$ cat config.mk
export PLATFORM = sky130hd
export DESIGN_NAME = mem_arbiter
export DESIGN_NICKNAME = d
export VERILOG_FILES = /design/src/rtl/mem_arbiter.sv
export SDC_FILE = /design/constraint.sdc
export NUM_CORES = 1
export LEC_CHECK = 0
export BUFFER_PORTS_ARGS = -buffer_cell sky130_fd_sc_hd__buf_2
export CAP_MARGIN = 10
export CORE_AREA = 5 5 287 289
export DETAILED_ROUTE_END_ITERATION = 12
export DIE_AREA = 0 0 292 294
export PLACE_DENSITY = 0.4
export SYNTH_ARGS = -nofsm -noshare
export SYNTH_HDL_FRONTEND = slang
export SYNTH_SLANG_ARGS = --single-unit
$ cat constraint.sdc
create_clock -name clk -period 2.4 [get_ports clk]
set_clock_uncertainty 0.1 [all_clocks]
set_input_delay 0.36 -clock clk [delete_from_list [all_inputs] [get_ports clk]]
set_output_delay 0.36 -clock clk [all_outputs]
set_load 0.1 [all_outputs]
$ cat src/rtl/mem_arbiter.sv
// Two-to-one arbiter sharing one line-wide memory port between the I-cache (read) and D-cache (read/write).
// Latency: a request seen at an IDLE edge drives a registered command next cycle; ready is steered combinationally.
// Backpressure: loser waits with request held; owner completes on mem_ready; one TURN cycle follows each completion.
// Build option: define MEM_ARB_ROUND_ROBIN_EN for round-robin ties; otherwise the D-cache always wins ties.
module mem_arbiter #(
    parameter int ADDR_W = 30,
    parameter int LINE_W = 128
) (
    input  logic              clk,
    input  logic              proc_reset,
    input  logic              i_read,
    input  logic [ADDR_W-1:0] i_addr,
    output logic [LINE_W-1:0] i_rdata,
    output logic              i_ready,
    input  logic              d_read,
    input  logic              d_write,
    input  logic [ADDR_W-1:0] d_addr,
    input  logic [LINE_W-1:0] d_wdata,
    output logic [LINE_W-1:0] d_rdata,
    output logic              d_ready,
    output logic              mem_read,
    output logic              mem_write,
    output logic [ADDR_W-1:0] mem_addr,
    output logic [LINE_W-1:0] mem_wdata,
    input  logic [LINE_W-1:0] mem_rdata,
    input  logic              mem_ready
);

    typedef enum logic [1:0] {IDLE, GRANT_I, GRANT_D, TURN} state_t;

    state_t             state, state_nxt;
    logic               last_d, last_d_nxt;   // 1 when the D-cache was served most recently
    logic               rd_nxt, wr_nxt;
    logic [ADDR_W-1:0]  addr_nxt;
    logic [LINE_W-1:0]  wdata_nxt;
    logic               d_req;
    logic               tie_d;                // D wins when both sides request in IDLE

    assign d_req = d_read | d_write;

`ifdef MEM_ARB_ROUND_ROBIN_EN
    assign tie_d = ~last_d;
`else
    assign tie_d = 1'b1;
`endif

    // Read data goes to both caches; only the ready strobes are steered.
    assign i_rdata = mem_rdata;
    assign d_rdata = mem_rdata;

    // Next-state, next-command and ready steering.
    always_comb begin
        state_nxt  = state;
        last_d_nxt = last_d;
        rd_nxt     = mem_read;
        wr_nxt     = mem_write;
        addr_nxt   = mem_addr;
        wdata_nxt  = mem_wdata;
        i_ready    = 1'b0;
        d_ready    = 1'b0;
        case (state)
            IDLE: begin
                if (d_req && (!i_read || tie_d)) begin
                    // Read and write together is treated as a write-back.
                    state_nxt = GRANT_D;
                    rd_nxt    = ~d_write;
                    wr_nxt    = d_write;
                    addr_nxt  = d_addr;
                    wdata_nxt = d_wdata;
                end else if (i_read) begin
                    state_nxt = GRANT_I;
                    rd_nxt    = 1'b1;
                    wr_nxt    = 1'b0;
                    addr_nxt  = i_addr;
                    wdata_nxt = '0;
                end
            end
            GRANT_I, GRANT_D: begin
                if (mem_ready) begin
                    // Reset abandons the transaction, so no strobe escapes in a reset cycle.
                    i_ready    = (state == GRANT_I) && !proc_reset;
                    d_ready    = (state == GRANT_D) && !proc_reset;
                    last_d_nxt = (state == GRANT_D);
                    state_nxt  = TURN;
                    rd_nxt     = 1'b0;
                    wr_nxt     = 1'b0;
                    addr_nxt   = '0;
                    wdata_nxt  = '0;
                end
            end
            TURN:    state_nxt = IDLE;
            default: state_nxt = IDLE;
        endcase
    end

    // State, fairness history and registered memory command.
    always_ff @(posedge clk) begin
        if (proc_reset) begin
            state     <= IDLE;
            last_d    <= 1'b0;
            mem_read  <= 1'b0;
            mem_write <= 1'b0;
            mem_addr  <= '0;
            mem_wdata <= '0;
        end else begin
            state     <= state_nxt;
            last_d    <= last_d_nxt;
            mem_read  <= rd_nxt;
            mem_write <= wr_nxt;
            mem_addr  <= addr_nxt;
            mem_wdata <= wdata_nxt;
        end
    end

endmodule

Word level (Yosys, flattened, before mapping)
Cells that the tools add are included.
{"block": "word_totals", "in_bits": 322, "output_inout_bits": 418, "regBits": 162}
{"block": "op_classes", "n_reduce_logical": 8, "bitwise_logic": 2, "n_eq_ne": 5, "mux": 23}
{"operator": "$mux W128", "count": 3}
{"operator": "$pmux W128 S2", "count": 1}
{"operator": "$mux W30", "count": 3}
{"operator": "$pmux W30 S2", "count": 1}
{"operator": "$mux W1", "count": 9}
{"operator": "$mux W2", "count": 3}
{"operator": "$pmux W2 S3", "count": 1}
{"operator": "$eq A2 B2 Y1 const B", "count": 2}
{"operator": "$pmux W1 S2", "count": 2}
{"operator": "$ne A3 B3 Y1 const B", "count": 1}
{"operator": "$reduce_and A3 Y1", "count": 1}
{"operator": "$eq A2 B1 Y1 const B", "count": 1}
{"operator": "$logic_and A1 B1 Y1", "count": 2}
{"operator": "$logic_not A2 Y1", "count": 1}
{"operator": "$ne A2 B2 Y1 const B", "count": 1}
{"operator": "$reduce_and A2 Y1", "count": 1}
{"operator": "$reduce_bool A2 Y1", "count": 1}
{"operator": "$reduce_or A2 Y1", "count": 1}
{"operator": "$logic_not A1 Y1", "count": 1}
{"operator": "$not A1 Y1", "count": 1}
{"operator": "$or A1 B1 Y1", "count": 1}

Depth between registers and ports, before layout
Gate-level depths: netlist of run 1.
{"block": "logic_depth", "depth_word": 4, "ltp_mapped": 8, "mapped_depth_nobuf": 5}

Worst setup path before layout of run 1
Ideal clock, no wire load.
{"block": "synth_path", "kind": "register to output", "startpoint": "register state[1]", "endpoint": "output port i_ready", "slack_ns": 0.370, "t_required_ns": 1.940, "path_stages_with_launch": 5, "arrival_time_ns": 1.570, "path_buffers": 1, "path_cell_list": "dfxtp_1 > inv_1 > ha_1 > buf_6 > and4_1"}
{"block": "synth_between", "elab_chain_len": 4}
{"element": "start: declaration", "line_no": "31", "text": "state_t state, state_nxt;"}
{"element": "start signal: assignment", "line_no": "106", "text": "state <= state_nxt;"}
{"element": "$eq A2 B1 Y1", "line_no": "61, 81"}
{"element": "$logic_and A1 B1 Y1", "line_no": "81", "text": "i_ready = (state == GRANT_I) && !proc_reset;"}
{"element": "$mux W1", "line_no": "79", "text": "if (mem_ready) begin"}
{"element": "$mux W1 (*)", "line_no": "61", "text": "case (state)"}
{"element": "end: declaration", "line_no": "14", "text": "output logic i_ready,"}
Mark *: on every way between the ends. The rest lies on a longest branch, timed or not.

Worst setup path in the final report of run 1
Ends and elaborated chain as after synthesis.

==> results.json, run 1 <==
{
  "synth-seq-cells": 162,
  "die_area_sq_um": 85800,
  "core_sq_um": 79600,
  "finalHoldViolCount": 0,
  "synth_cells": 973,
  "relSlewSlack_pct": 49.8,
  "nFillCells": 9101,
  "worstSetupPathType": "reg -> out",
  "hpwl_um": 29100,
  "rows": 104,
  "grt.busiest_layer": "met2",
  "start_kind": "flop",
  "drive_gt1_share_pct": 42.1,
  "critPathArrivalTime_ns": 1.72,
  "ys_types": 31,
  "wl_per_cell_um": 17.2,
  "grt_pass1_wl_um": 54300,
  "grt_pass1_vias": 8074,
  "cts_buffers": 17,
  "fin_crit_ns": 2.18,
  "synth_warnings": 0,
  "hp-class": "in -> reg",
  "worstSkewPairLatency_ns": 0.47,
  "cts_sinks": 162,
  "grt_use_met3_pct": 3.79,
  "peakVddDrop_v": 0.000883,
  "regArea_sq_um": 3240,
  "grt_use_met1_pct": 9.06,
  "syn2layout_area_growth_pct": 34.1,
  "gp_congestion": 0.740,
  "root_buffer": "clkbuf_16",
  "antenna_found_initial": 0,
  "powerDensity_nw_per_um2": 1710,
  "grt_max_degree": 70,
  "rsz0062_at_grt": "no",
  "outcome": "completed",
  "clock_path_buffers": 2,
  "die_h_um": 294,
  "avgSynthCellArea_sq_um": 8.87,
  "vias": 7608,
  "use_met2_pct": 13.6,
  "drt_wl_total_um": 38300,
  "syn_nets": 1298,
  "die_w_um": 292,
  "grt-ovfl-total": 0,
  "tritoncts": "built",
  "setup-tns-final_ns": 0,
  "start_util_pct": 10.8,
  "multi_input_area_sq_um": 3040,
  "ant_nets": 0,
  "final_area_sq_um": 11600,
  "drt_iter0_markers": 299,
  "cap_violations": 0,
  "syn-cell-area_sq_um": 8630,
  "end_kind": "output port",
  "via_per_inst": 3.41,
  "post_cts_buffers": 0,
  "numPortBuffers": 355,
  "drtPass1Iterations": 4,
  "cts.clk_slew.worst_paths_ns": 0.07,
  "slew_viol_final": 0,
  "setup_viol": 0,
  "ios": 740,
  "worst_pin_slew_ns": 0.753,
  "drc": 0,
  "fmax_mhz": 458,
  "worstPathMaxFanout": 9,
  "crit_required_ns": 1.94,
  "htree_levels": 4,
  "nets": 1483,
  "fin_crit_sh_pct": 90.9,
  "grt.total_usage_pct": 8.59,
  "yosysSeqAreaShare_pct": 37.6,
  "leakage_nw": 4.67,
  "dpl_cell_area_sq_um": 9690
}
## worst max-delay path: stages, from the launching register on
cell and delay [ns]:
dfxtp_1 0.35, inv_1 0.09, ha_4 0.34, and4_1 0.27, buf_12 0.19
## cells in the mapped netlist, drive strengths merged
cell type	number	share of area, %
buf	319	27
dfxtp	162	38
o21ai	132	11
nand2	129	5.6
nand4	128	9.3
mux2i	31	3.6
o2bb2ai	30	3.0
clkbuf	17	0.74
a21oi	3	0.17
ha	3	0.43
nor2	3	0.16
and4	2	0.20
inv	2	0.087
a21o	1	0.10
a22o	1	0.10
and3	1	0.073
clkinv	1	0.043
mux2	1	0.13
nand3b	1	0.087
nor2b	1	0.073
nor4b	1	0.28
o211ai	1	0.087
o21a	1	0.087
or2	1	0.073
or4	1	0.087
## final timing paths
| kind | from | depth (start not counted) | slack (ns) | to |
|---|---|---|---|---|
| worst max-delay path | state[1] | 4 | 0.22 | i_ready |
| worst min register to register | mem_wdata[2] | 2 | 0.35 | mem_wdata[2] |
| worst max register to register | state[1] | 6 | 0.23 | mem_wdata[69] |
| worst min-delay path | d_wdata[50] | 3 | 0.06 | mem_wdata[50] |
## layer usage
layer / vias up / routed length (um)
met5: - / 0
met4: 0 / 2670
met3: 176 / 3670
met2: 448 / 17700
met1: 3469 / 14300
li1: 3515 / -
## flip-flops by register name (all words and copies together) (netlist names)
register   cells
mem_addr      30
mem_read       1
mem_wdata    128
mem_write      1
state          2
## metrics by stage
step / worst slack, ns / utilization [%] / cells / hold slack [ns] / total power [mW]
4_1_cts: 0.0191 / 14.5 / 2230 / 0.000141 / 20.1
2_1_floorplan: 0.370 / - / 973 / 0.329 / 16.6
6_report: 0.218 / 14.5 / 2231 / 0.0616 / 19.8
3_3_place_gp: 0.237 / 12.2 / 2069 / 0.335 / 16.9
3_5_place_dp: 0.182 / 12.2 / 2069 / 0.341 / 17.0
5_1_grt: 0.102 / 14.5 / 2230 / 0.0365 / 20.7
## kinds of logic after synthesis
logic type | after synthesis | synth area share [%]
compound gates | 169 | 14.7
mux | 32 | 3.72
fa+ha+maj | 3 | 0.435
buf+inv | 339 | 27.6
simple gates | 268 | 15.9
flops | 162 | 37.6
## final cells by class
class	instances	area share, %
clock inverters	12	1.06
well taps	1060	11.5
clock buffers	19	3.91
diodes	1	0.0216
inverters	3	0.119
repair buffers	502	29.1
multi-input cells	472	26.3
flip-flops and latches	162	28.0
## power by group
| group | switching, mW | internal [mW] | total, mW |
|---|---|---|---|
| logic | 10.6 | 2.08 | 12.7 |
| registers | 0.553 | 3.70 | 4.25 |
| clock network | 1.31 | 1.49 | 2.81 |
| total | 12.5 | 7.27 | 19.8 |
## repair_timing
| action | in CTS | in global routing |
|---|---|---|
| endpoints found under the setup margin | 2 | 1 |
| gates resized for setup | 1 | 2 |
| gates cloned | 0 | 0 |
| hold buffers | 130 | 0 |
| endpoints found under the hold margin | 117 | 0 |
## placed cells by master (no fill, tap or decap), types with 2 or more instances in the layout
master | Yosys | routed
o2bb2ai_1 | 30 | 30
ha_1 | 3 | 2
nand2_1 | 129 | 129
buf_12 | 0 | 13
o21ai_0 | 31 | 31
dfxtp_1 | 162 | 162
a21oi_1 | 3 | 3
clkbuf_16 | 0 | 17
clkbuf_8 | 0 | 2
o21ai_2 | 80 | 80
inv_6 | 0 | 3
nand4_1 | 128 | 128
nor2_4 | 0 | 3
mux2i_1 | 31 | 31
buf_4 | 259 | 6
buf_2 | 23 | 353
clkinv_4 | 0 | 2
dlygate4sd3_1 | 0 | 130
o21ai_1 | 21 | 21
inv_1 | 2 | 2
clkinvlp_4 | 0 | 5
(Power assumes the default switching activity.)
==> run 2, diff against run 1 <==
Settings changed: ABC_CLOCK_PERIOD_IN_PS set to 2400, HOLD_SLACK_MARGIN set to 0.12, REMOVE_ABC_BUFFERS set to 1.
==> run 2 against run 1 <==
Compared with the run above:
- critical path depth unchanged
- flip-flop and latch count did not move
- total power rose by 2.9%
- highest routed layer is now met5
- global-route usage up 11 points
- largest cell class unchanged
- cell count increased by 3.1%
- maximum frequency decreased by 1.5%
- critical path type unchanged
- worst hold slack better by 0.10 ns
==> results.json, run 2 (synthesis results as in run 1) <==
{
  "relSlewSlack_pct": 60.6,
  "slew_viol_final": 0,
  "grt_pass1_vias": 8802,
  "nets": 1549,
  "drtPass1Iterations": 5,
  "rows": 104,
  "powerDensity_nw_per_um2": 1660,
  "leakage_nw": 4.99,
  "antenna_found_initial": 18,
  "ant_nets": 0,
  "drive_gt1_share_pct": 40.9,
  "cts_buffers": 17,
  "top_register": "mem_wdata",
  "grt_pass1_wl_um": 107000,
  "grt.total_usage_pct": 19.4,
  "finalHoldViolCount": 0,
  "fin_crit_sh_pct": 92.3,
  "end_kind": "output port",
  "critPathBufInv": 2,
  "mostFrequentLayoutCell": "buf_2",
  "p_total_mw": 20.3,
  "start_util_pct": 10.8,
  "grt_max_degree": 95,
  "cap_violations": 0,
  "grt-ovfl-total": 0,
  "drc": 0,
  "worstSetupPathType": "reg -> out",
  "final_area_sq_um": 12300,
  "hpwl_um": 72600,
  "htree_levels": 4,
  "cp_top_family": "flip-flops",
  "max_stage_delay_ns": 0.34,
  "gp_congestion": 0.848,
  "root_buffer": "clkbuf_16",
  "clock_path_buffers": 2,
  "setup-tns-final_ns": 0,
  "crit_required_ns": 1.94,
  "final_cell_mix": "buf_2 (353), dlygate4sd3_1 (185), dfxtp_1 (162), nand2_1 (129), nand4_1 (128)",
  "largest_reg_flops": 128,
  "numPortBuffers": 355,
  "outcome": "completed",
  "crit_chain": "inv_1 > ha_4 > and4_2 > buf_12",
  "critPathArrivalTime_ns": 1.76,
  "vias": 8730,
  "reg_top3": "mem_wdata: 128 flops, mem_addr: 30 flops, state: 2 flops",
  "die_area_sq_um": 85800,
  "cp_slowest_cell": "dfxtp_1",
  "via_per_inst": 3.79,
  "cts.clk_slew.worst_paths_ns": 0.08,
  "drt_wl_total_um": 86300,
  "tritoncts": "built",
  "r2r_slack_ns": 0.24,
  "worstSkewPairLatency_ns": 0.47,
  "worstPathMaxFanout": 9,
  "wl_per_cell_um": 37.5,
  "drt_iter0_markers": 450,
  "ios": 740,
  "dpl_cell_area_sq_um": 9770,
  "rsz0062_at_grt": "no",
  "die_h_um": 294,
  "start_kind": "flop",
  "worst_pin_slew_ns": 0.574,
  "setup_viol": 0,
  "syn2layout_area_growth_pct": 42.1,
  "die_w_um": 292,
  "fmax_mhz": 451,
  "core_sq_um": 79600,
  "hp-class": "in -> reg",
  "peakVddDrop_v": 0.000911,
  "fin_crit_ns": 2.22,
  "cts_sinks": 162
}
==> run 2: path summary, 6_finish.rpt <==
kind / to / cells after the start / from
setup / recovery: i_ready / 4 / state[0]
hold / removal: mem_wdata[116] / 3 / d_wdata[116]
setup reg to reg: mem_wdata[0] / 7 / state[0]
hold reg to reg: mem_wdata[18] / 2 / mem_wdata[18]
==> run 2: metrics by stage <==
stage               hold WS, ns  utilization (%)  worst slack (ns)  cells
floorplan                 0.329                -             -4.75    637
global placement          0.335             12.3             0.207   2078
detailed placement        0.343             12.3             0.105   2078
CTS                       0.125             15.4            0.0113   2295
global route              0.140             15.4            0.0657   2299
finish                    0.166             15.4             0.184   2301
==> run 2: layout make-up <==
cell class | count | area (sq um)
fillers | 9041 | 67400
repair buffers | 568 | 4020
flip-flops and latches | 162 | 3240
multi-input cells | 472 | 3050
well taps | 1060 | 1330
clock buffers | 17 | 425
clock inverters | 15 | 186
inverters | 3 | 13.8
diodes | 4 | 10.0
==> run 2: layer usage <==
metal | vias up | wire [um] | track usage (%)
li1 | 3647 | - | -
met1 | 3970 | 27400 | 17.4
met2 | 1006 | 35200 | 28.0
met3 | 79 | 21100 | 22.9
met4 | 28 | 1130 | 3.28
met5 | - | 1510 | 12.5
==> run 2: power by group <==
| group | leakage [nW] | internal (mW) | switching [mW] |
|---|---|---|---|
| clock | 0.297 | 1.42 | 1.51 |
| sequential | 1.33 | 3.69 | 0.537 |
| combinational | 3.36 | 2.37 | 10.8 |
==> run 2: worst reg2reg max path: cells and delay by family, from the launching register on <==
family | cells | cell delay [ns]
fa+ha+maj | 1 | 0.34
flops | 1 | 0.34
compound gates | 1 | 0.17
mux | 1 | 0.53
buf+inv | 3 | 0.53
simple gates | 1 | 0.08
==> run 2: timing repair <==
action                     CTS  global route
setup endpoints to repair    2            21
cloned                       0             0
hold buffers               185             0
hold endpoints to repair   156             0
resized for setup            3             1
setup buffers                0             2
pin swaps                    0             1
